===== src/rtl/arb_req_queue_pkg.sv =====
// Shared constants and types for the arbiter request queue.
package arb_pkg;

    localparam int NPORT = 2;

    // Grant encodings as driven by the downstream 2-port arbiter.
    localparam logic [1:0] GNT_NONE = 2'b00;
    localparam logic [1:0] GNT_P0   = 2'b01;
    localparam logic [1:0] GNT_P1   = 2'b10;
    localparam logic [1:0] GNT_BAD  = 2'b11;

    typedef logic port_idx_t;

endpackage


===== src/rtl/arb_req_queue_if.sv =====
// Bus bundle between the request sources, the arbiter and the queue block.
//
// Handshake: a push on port i happens at a rising clk edge when in_valid[i]
// and in_ready[i] are both high. in_ready depends only on registered state
// and rst, never on in_valid. out_valid is a one-cycle strobe with no
// backpressure: the consumer must take each issued transaction as it appears.
interface arb_req_queue_if #(
    parameter int DATA_W = 8,
    parameter int DEPTH  = 4
);
    import arb_pkg::*;

    localparam int OCC_W = $clog2(DEPTH) + 1;

    logic [NPORT-1:0]        in_valid;
    logic [NPORT-1:0]        in_ready;
    logic [NPORT*DATA_W-1:0] in_data;
    logic [NPORT-1:0]        request;
    logic [1:0]              grant;
    logic                    out_valid;
    port_idx_t               out_port;
    logic [DATA_W-1:0]       out_data;
    logic [NPORT*OCC_W-1:0]  occ;
    logic                    err;

    // Sources and arbiter side.
    modport master (
        output in_valid, in_data, grant,
        input  in_ready, request, out_valid, out_port, out_data, occ, err
    );

    // Queue block side.
    modport slave (
        input  in_valid, in_data, grant,
        output in_ready, request, out_valid, out_port, out_data, occ, err
    );

endinterface


===== src/rtl/arb_req_fifo.sv =====
// Single-port synchronous FIFO holding the pending requests of one source.
module arb_req_fifo #(
    parameter int DATA_W = 8,
    parameter int DEPTH  = 4,
    parameter int AW     = $clog2(DEPTH),
    parameter int OCC_W  = $clog2(DEPTH) + 1
) (
    input  logic              clk,
    input  logic              rst,
    input  logic              push,
    input  logic [DATA_W-1:0] push_data,
    input  logic              pop,
    output logic [DATA_W-1:0] head,
    output logic              full,
    output logic              empty,
    output logic [OCC_W-1:0]  occ
);

    logic [DATA_W-1:0] mem [DEPTH];
    logic [AW-1:0]     wr_ptr;
    logic [AW-1:0]     rd_ptr;
    logic              do_push;
    logic              do_pop;

    // Full/empty come from the registered count, so a pop never makes room
    // for a push in the same cycle.
    assign full    = (occ == OCC_W'(DEPTH));
    assign empty   = (occ == '0);
    assign do_push = push & ~full;
    assign do_pop  = pop & ~empty;
    assign head    = mem[rd_ptr];

    // Storage array; contents need no reset because occ gates visibility.
    always_ff @(posedge clk) begin
        if (do_push) begin
            mem[wr_ptr] <= push_data;
        end
    end

    // Pointers wrap naturally modulo DEPTH; occ tracks the fill level.
    always_ff @(posedge clk or posedge rst) begin
        if (rst) begin
            wr_ptr <= '0;
            rd_ptr <= '0;
            occ    <= '0;
        end else begin
            if (do_push) wr_ptr <= wr_ptr + 1'b1;
            if (do_pop)  rd_ptr <= rd_ptr + 1'b1;
            case ({do_push, do_pop})
                2'b10:   occ <= occ + 1'b1;
                2'b01:   occ <= occ - 1'b1;
                default: occ <= occ;
            endcase
        end
    end

endmodule


===== src/rtl/arb_req_queue.sv =====
// Two per-source request queues feeding a 2-port arbiter; granted heads are
// issued as one tagged stream and protocol violations raise a sticky error.
module arb_req_queue
    import arb_pkg::*;
#(
    parameter int DATA_W = 8,
    parameter int DEPTH  = 4
) (
    input logic              clk,
    input logic              rst,
    arb_req_queue_if.slave   bus
);

    localparam int OCC_W = $clog2(DEPTH) + 1;

    logic [NPORT-1:0]  full;
    logic [NPORT-1:0]  empty;
    logic [NPORT-1:0]  push;
    logic [NPORT-1:0]  pop;
    logic [NPORT-1:0]  overflow;
    logic [DATA_W-1:0] head  [NPORT];
    logic [OCC_W-1:0]  occ_p [NPORT];
    logic              gnt_err;
    logic              issue;
    port_idx_t         issue_port;

    for (genvar i = 0; i < NPORT; i++) begin : g_port
        arb_req_fifo #(
            .DATA_W (DATA_W),
            .DEPTH  (DEPTH)
        ) u_fifo (
            .clk       (clk),
            .rst       (rst),
            .push      (push[i]),
            .push_data (bus.in_data[i*DATA_W +: DATA_W]),
            .pop       (pop[i]),
            .head      (head[i]),
            .full      (full[i]),
            .empty     (empty[i]),
            .occ       (occ_p[i])
        );
        assign bus.occ[i*OCC_W +: OCC_W] = occ_p[i];
    end

    assign bus.in_ready = {NPORT{~rst}} & ~full;
    assign push         = bus.in_valid & bus.in_ready;
    assign overflow     = bus.in_valid & ~bus.in_ready & {NPORT{~rst}};
    assign bus.request  = ~empty;

    // Grant decode: only a one-hot grant to a non-empty queue pops; a grant
    // into a queue that is empty in registered state is an error even if a
    // push lands in the same cycle.
    always_comb begin
        pop     = '0;
        gnt_err = 1'b0;
        case (bus.grant)
            GNT_P0: begin
                if (empty[0]) gnt_err = 1'b1;
                else          pop[0]  = 1'b1;
            end
            GNT_P1: begin
                if (empty[1]) gnt_err = 1'b1;
                else          pop[1]  = 1'b1;
            end
            GNT_BAD: gnt_err = 1'b1;
            default: gnt_err = 1'b0;
        endcase
    end

    assign issue      = |pop;
    assign issue_port = pop[1];

    // Issue register: one-cycle strobe, payload and tag held between issues.
    always_ff @(posedge clk or posedge rst) begin
        if (rst) begin
            bus.out_valid <= 1'b0;
            bus.out_port  <= 1'b0;
            bus.out_data  <= '0;
        end else begin
            bus.out_valid <= issue;
            if (issue) begin
                bus.out_port <= issue_port;
                bus.out_data <= head[issue_port];
            end
        end
    end

    // Sticky protocol-error flag, cleared only by reset.
    always_ff @(posedge clk or posedge rst) begin
        if (rst) begin
            bus.err <= 1'b0;
        end else if (gnt_err || (|overflow)) begin
            bus.err <= 1'b1;
        end
    end

endmodule


===== src/flat_wrapper.sv =====
// flat-port wrapper written by rule: the top's interface ports become plain ports
module arb_req_queue_flat import arb_pkg::*;
#(
    parameter int DATA_W = 8,
    parameter int DEPTH  = 4
)
  (clk, rst, bus_in_valid, bus_in_data, bus_grant, bus_in_ready, bus_request, bus_out_valid, bus_out_port, bus_out_data, bus_occ, bus_err);
  arb_req_queue_if #(.DATA_W(DATA_W), .DEPTH(DEPTH)) bus_i ();
  input logic clk;
  input logic rst;
  input wire logic [$bits(bus_i.in_valid)-1:0] bus_in_valid;
  input wire logic [$bits(bus_i.in_data)-1:0] bus_in_data;
  input wire logic [$bits(bus_i.grant)-1:0] bus_grant;
  output wire logic [$bits(bus_i.in_ready)-1:0] bus_in_ready;
  output wire logic [$bits(bus_i.request)-1:0] bus_request;
  output wire logic [$bits(bus_i.out_valid)-1:0] bus_out_valid;
  output wire logic [$bits(bus_i.out_port)-1:0] bus_out_port;
  output wire logic [$bits(bus_i.out_data)-1:0] bus_out_data;
  output wire logic [$bits(bus_i.occ)-1:0] bus_occ;
  output wire logic [$bits(bus_i.err)-1:0] bus_err;
  assign bus_i.in_valid = bus_in_valid;
  assign bus_i.in_data = bus_in_data;
  assign bus_i.grant = bus_grant;
  assign bus_in_ready = bus_i.in_ready;
  assign bus_request = bus_i.request;
  assign bus_out_valid = bus_i.out_valid;
  assign bus_out_port = bus_i.out_port;
  assign bus_out_data = bus_i.out_data;
  assign bus_occ = bus_i.occ;
  assign bus_err = bus_i.err;
  arb_req_queue #(.DATA_W(DATA_W), .DEPTH(DEPTH)) u_core (.clk(clk), .rst(rst), .bus(bus_i));
endmodule

===== config.mk =====
export PLATFORM = sky130hd
export DESIGN_NAME = arb_req_queue_flat
export DESIGN_NICKNAME = d
export VERILOG_FILES = /design/src/rtl/arb_req_queue_pkg.sv /design/src/rtl/arb_req_queue_if.sv /design/src/rtl/arb_req_fifo.sv /design/src/rtl/arb_req_queue.sv /design/src/flat_wrapper.sv
export SDC_FILE = /design/constraint.sdc
export NUM_CORES = 1
export LEC_CHECK = 0
export ABC_AREA = 0
export BUFFER_PORTS_ARGS = -buffer_cell sky130_fd_sc_hd__buf_2
export CAP_MARGIN = 0
export CORE_AREA = 4 4 89 91
export CTS_CLUSTER_SIZE = 24
export DETAILED_ROUTE_END_ITERATION = 8
export DIE_AREA = 0 0 93 95
export PLACE_DENSITY = 0.73
export SKIP_LAST_GASP = 1
export SYNTH_ARGS = -nofsm -noshare
export SYNTH_HDL_FRONTEND = slang
export SYNTH_SLANG_ARGS = --single-unit

===== constraint.sdc =====
create_clock -name clk -period 4.7 [get_ports clk]
set_clock_uncertainty 0.2 [all_clocks]
set_input_delay 0.705 -clock clk [delete_from_list [all_inputs] [get_ports clk]]
set_output_delay 0.705 -clock clk [all_outputs]
set_load 0.005 [all_outputs]

=== After elaboration in Yosys (flattened, before gate mapping) ===
Memory sizes are Yosys's and may differ from the RTL's.
Cells that the tools add are included.
Widths: inputs -> output; s select.

* Register bits: 25
* RAM bits: 64
* Bits of input ports: 22
* Word-level logic and storage cells: 70
* Memories kept: 2

{| class="wikitable"
|+ Memories
! memory !! depth !! width !! rd ports !! clocked after memory_dff !! write ports !! line !! source
|-
| u_core.g_port[0].u_fifo.mem || 4 || 8 || 1 || 0 || 1 || arb_req_fifo.sv:19 || <nowiki>logic [DATA_W-1:0] mem [DEPTH];</nowiki>
|-
| u_core.g_port[1].u_fifo.mem || 4 || 8 || 1 || 0 || 1 || arb_req_fifo.sv:19 ||
|}

* $add $sub $neg: 8
* Order comparisons: 1
* Equality and inequality tests: 9
* Multiplexer cells: 16
* Bitwise operators: 17
* Reduce and logical (&&, ||, !) cells: 7

{| class="wikitable"
|+ Operator list
! cell !! number
|-
| $mux 8 || 3
|-
| $pmux 3 s2 || 2
|-
| $mux 1 || 10
|-
| $add 2x1->2 const B || 4
|-
| $and 2x2->2 || 4
|-
| $eq 2x2->1 const B || 4
|-
| $add 3x1->3 const B || 2
|-
| $eq 2x1->1 const B || 3
|-
| $eq 3x3->1 const B || 2
|-
| $logic_not 3->1 || 2
|-
| $not 2->2 || 3
|-
| $sub 3x1->3 const B || 2
|-
| $not 1->1 || 5
|-
| $and 1x1->1 || 4
|-
| $reduce_bool 2->1 || 2
|-
| $reduce_or 2->1 || 2
|-
| $pmux 1 s3 || 1
|-
| $ge 2x2->1 const B || 1
|-
| $not 1->2 || 1
|-
| $logic_or 1x1->1 || 1
|}

=== Logic depth before layout (Yosys ltp) ===
* Depth after elaboration: 8
* Depth in mapped cells: 10
* Depth with buffers taken out: 10

=== By module ===
From an unflattened synthesis, not the netlist that was laid out.

* Cells, all modules: 217
* Area, all modules: 3799.9 um2

{| class="wikitable"
|+ By module, submodules not included
! module !! instances !! cells an instance !! area an instance (um2)
|-
| arb_req_fifo || 2 || 80 || 1596.5
|-
| arb_req_queue || 1 || 57 || 606.8
|}

=== Worst setup path before layout ===
No wires, ideal clock.

* Path kind: input to register
* From: input port bus_grant[0]
* To: register u_core.g_port[0].u_fifo.occ[2]
* Library setup time: 0.080 ns
* Arrival: 2.225 ns
* Required time: 4.420 ns
* Slack: 2.195 ns
* Stages on the path: 10
* Buffers on the path: 1
* Path through: nor2b_1 -> clkbuf_1 -> nand2_4 -> inv_2 -> ha_1 -> inv_1 -> fa_1 -> xor2_1 -> nor2_1 -> xor2_1

* Longest elaborated chain between the ends: 5

{| class="wikitable"
|+ Ends and longest elaborated chain
! element !! line !! source
|-
| from (decl) || flat_wrapper.sv:13 || <nowiki>input wire logic [$bits(bus_i.grant)-1:0] bus_grant;</nowiki>
|-
| $eq 2x1->1 * || arb_req_queue.sv:56 || <nowiki>case (bus.grant)</nowiki>
|-
| $mux 1 * || arb_req_queue.sv:56 ||
|-
| $and 1x1->1 * || arb_req_fifo.sv:30 || <nowiki>assign do_pop = pop & ~empty;</nowiki>
|-
| via u_core.g_port[0].u_fifo.do_pop || arb_req_fifo.sv:23 || <nowiki>logic do_pop;</nowiki>
|-
| $eq 2x1->1 or $eq 2x2->1 (tied branches) || arb_req_fifo.sv:49 || <nowiki>case ({do_push, do_pop})</nowiki>
|-
| $pmux 3 s2 or $reduce_bool 2->1 (tied branches) || -- ||
|-
| to (signal assigned) || arb_req_fifo.sv:50 || <nowiki>2'b10: occ <= occ + 1'b1;</nowiki>
|-
| to (signal assigned) || arb_req_fifo.sv:51 || <nowiki>2'b01: occ <= occ - 1'b1;</nowiki>
|-
| to (decl) || arb_req_fifo.sv:16 || <nowiki>output logic [OCC_W-1:0] occ</nowiki>
|}

The timed path passes the listed nets; every way through them passes the cells marked *.
A chain may end at the register's enable or synchronous reset.

=== Final worst setup path ===
* From: register u_core.g_port[1].u_fifo.occ[0]
* To: register u_core.g_port[1].u_fifo.occ[2]

* Longest elaborated chain between the ends: 7

{| class="wikitable"
|+ Ends and longest elaborated chain
! element !! line !! source
|-
| from (decl) || arb_req_fifo.sv:16 ||
|-
| from (signal assigned) || arb_req_fifo.sv:50 ||
|-
| from (signal assigned) || arb_req_fifo.sv:51 ||
|-
| $eq 3x3->1 || arb_req_fifo.sv:27 || <nowiki>assign full = (occ == OCC_W'(DEPTH));</nowiki>
|-
| $not 2->2 || arb_req_queue.sv:45 || <nowiki>assign bus.in_ready = {NPORT{~rst}} & ~full;</nowiki>
|-
| $and 2x2->2 || arb_req_queue.sv:45 ||
|-
| $and 2x2->2 || arb_req_queue.sv:46 || <nowiki>assign push = bus.in_valid & bus.in_ready;</nowiki>
|-
| $and 1x1->1 || arb_req_fifo.sv:29 || <nowiki>assign do_push = push & ~full;</nowiki>
|-
| $eq 2x1->1 or $eq 2x2->1 (tied branches) || arb_req_fifo.sv:49 ||
|-
| $pmux 3 s2 or $reduce_bool 2->1 (tied branches) || -- ||
|}

Several ways; a longest one is shown, not always the timed one.

==> results.md <==
* Status: completed
* Die H at 95 um
* Static Leak at 1.605 nW
* Sink Count at 89
* Input/output buffers at 42
* Slew Viols, Final at 0
* Largest net degree at the start of global routing at 26
* Switching share of power at 0.3259
* DR vias at 2028
* CTS Buf Count at 9
* Via density at 5.437
* Gp weighted congestion at 0.8127
* Hold_ws at 0.3335 ns
* Net Sw Power at 772.3 uW
* FF-to-FF path depth at 9
* CTS tree: done
* Inserted Diodes at 0
* Final ANT Viol Nets at 0
* Grt ovf at 0
* Highest net fanout along the worst path at 7
* Setup violations, final at 0
* Worst rel slew slack at 0.3555
* R2R setup slack at 1.90 ns
* Area grow syn2layout at 13.12%
* FF+latch count, synth at 89
* Die extent in x at 93 um
* Post CTS Setup Buffer Count at 0
* Hold_sp: u_core.bus.out_port
* Crit Path Class: reg -> reg
* Library cells used by synthesis at 39
* Initial antenna violation count at 0
* Die area at 8835 um^2
* Vias in the first global route at 2100
* Setup TNS at 0 ns
* Top_reg_cell synth: edfxtp_1
* Post-DR wirelength/cell at 18.20 um
* Clock power frac at 0.214
* Crit start category: register
* Count leader, synth: edfxtp_1
* WP data arrival at 2.87 ns
* Sequential fraction of the synthesis area at 0.6764
* Layout cell share with drive strength beyond 1 at 0.3139
* Synth area leaders: edfxtp_1, dfrtp_1, mux4_2
* Placed Area at 4068 um^2
* Iter 0 DRT Violations at 153
* Critical path launch point: u_core.g_port[1].u_fifo.occ[0]
* H-tree depth at 3
* Actual slew at the worst max-slew pin at 0.9656 ns
* Hold_buf cts at 0
* Ys Warns at 0
* Post-synth ARST share at 0.2809
* Fin cells at 373
* Min-delay worst type: reg -> reg
* Dpl ws at 1.634 ns
* Clk root buf: clkbuf_8
* Initial core utilization at 0.5277
* RSZ-0062 raised after global routing: false
* Register share of total power at 0.506
* Synthesized Nets at 256
* DR pass1 iterations at 4
* Clk_lat worst skew at 0.35 ns
* Critical path capture point type: register
* Fmax at 357.3 MHz
* # fillers at 575
* Placed cells at 357
* Std cell rows at 31
* Pint at 1.597 mW
* Max Buffers Root-to-Sink at 2
* Minimum clock period after layout at 2.799 ns
* Max cap viols at 0
* Area leader, netlist: edfxtp_1
* Wirelength, routed at 6787 um
* Gate power share at 0.280
* Final hold violations at 0
* Post-CTS Resized at 0
* Avg Inst Size Synth at 16.96 um^2
* WHS Path Cells at 1
* Register clock-pin slew on the reported worst setup and hold paths at 0.09 ns
* Reg-to-Reg End: u_core.g_port[1].u_fifo.occ[2]
* CP required at 4.77 ns
* First-pass GRT wire length at 11200 um
* Pwr dens at 556.2 nW/um^2
* Finished Cell Area at 4260 um^2
* RR Startpoint: u_core.g_port[1].u_fifo.occ[0]
* VDD IR max at 229.5 uV
* DRC at 0
* Cells after Synth at 222
* Post-Syn Area at 3766 um^2
* Final #Nets at 303
* I/O pin count at 43
* Hold Path Sink: u_core.bus.out_port
* Synth top area share at 0.5103
* Commonest cells in the netlist: edfxtp_1, dfrtp_1, inv_1, mux4_2, ha_1
* Tcrit/Tclk final at 0.5955
* Final worst-path setup slack at 1.901 ns
* All-layer global routing usage at 0.1712
* DP HPWL at 4964 um
* Post-synth EDFFs at 64
* Core ar. at 7137 um^2
## cells by family after synthesis
logic type,after synthesis,synth area share
adders and majority gates,12,0.04385
DFF,89,0.6764
AOI/OAI and AO/OA,19,0.03987
buffers and inverters,31,0.03555
and+or+nand+nor,40,0.07110
xor gates and xnor gates,12,0.02791
muxes,19,0.1053
## placed cells by master (no fill, tap or decap), types with 2 or more instances in the layout
| cell type | instances |
|---|---|
| edfxtp_1 | 64 |
| clkbuf_8 | 9 |
| dfrtp_1 | 25 |
| nand4_1 | 2 |
| inv_1 | 21 |
| mux4_2 | 16 |
| nor4_1 | 7 |
| a21oi_1 | 2 |
| nand3_1 | 5 |
| and2_1 | 8 |
| ha_1 | 10 |
| inv_6 | 2 |
| clkinv_2 | 2 |
| nor2_1 | 4 |
| xor2_1 | 4 |
| nand2_1 | 2 |
| a311oi_1 | 4 |
| fa_1 | 2 |
| buf_2 | 42 |
| inv_4 | 3 |
| a31oi_1 | 3 |
| xnor2_1 | 8 |
| nor3_4 | 2 |
| o21ai_0 | 5 |
| nor3_1 | 4 |
## state kept, by name (all words and copies together), names as in the netlist
| signal | flops |
|---|---|
| u_core.bus.err | 1 |
| u_core.bus.out_data | 8 |
| u_core.bus.out_port | 1 |
| u_core.bus.out_valid | 1 |
| u_core.g_port.u_fifo.mem | 64 |
| u_core.g_port.u_fifo.occ | 6 |
| u_core.g_port.u_fifo.rd_ptr | 4 |
| u_core.g_port.u_fifo.wr_ptr | 4 |
## how the worst max path moves through the flow
stage / endpoint / slack (ns) / cells past startpoint
after floorplan: u_core.g_port[0].u_fifo.occ[2] / 2.19 / 10
after global placement: u_core.g_port[0].u_fifo.occ[2] / 1.81 / 10
after detailed placement: u_core.g_port[0].u_fifo.occ[2] / 1.63 / 10
after CTS: u_core.g_port[1].u_fifo.occ[2] / 1.88 / 9
after global routing: u_core.g_port[1].u_fifo.occ[2] / 1.76 / 9
final: u_core.g_port[1].u_fifo.occ[2] / 1.90 / 9
## power groups by stage
stage	logic [mW]	clock network, mW	registers (mW)
finish	0.664	0.508	1.20
global placement	0.656	0	1.21
global route	0.736	0.555	1.23
floorplan	0.533	0	1.12
detailed placement	0.672	0	1.22
CTS	0.674	0.515	1.20
## worst max-delay path: stages, from the launching register on
cell	delay, ns
dfrtp_1	0.46
nor3b_1	0.68
nor3b_2	0.20
inv_1	0.14
ha_1	0.19
inv_1	0.06
fa_1	0.38
xor2_1	0.15
nor2_1	0.11
xor2_1	0.15
## cell type report
type / count / area (um^2) / area share
Sequential cell: 89 / 2547 / 0.5979
Multi-Input combinational cell: 102 / 1085 / 0.2546
Timing Repair Buffer: 42 / 210.2 / 0.04934
Clock buffer: 9 / 123.9 / 0.02907
Tap cell: 99 / 123.9 / 0.02907
Inverter: 25 / 101.3 / 0.02379
Clock inverter: 7 / 68.82 / 0.01615
## per-stage QoR
step / util / total power [mW]
2_1_floorplan: - / 1.652
3_3_place_gp: 0.5700 / 1.866
3_5_place_dp: 0.5700 / 1.891
4_1_cts: 0.5970 / 2.390
5_1_grt: 0.5970 / 2.518
6_report: 0.5970 / 2.370
## per-layer routing
layer | up-vias | global-route usage | wire length [um]
met2 | 60 | 0.2615 | 3200
met5 | - | 0 | 0
met3 | 8 | 0.03745 | 350
li1 | 937 | - | -
met4 | 0 | 0.05861 | 80
met1 | 1023 | 0.2458 | 3156
Note: power is estimated with default switching activity, not from simulation.
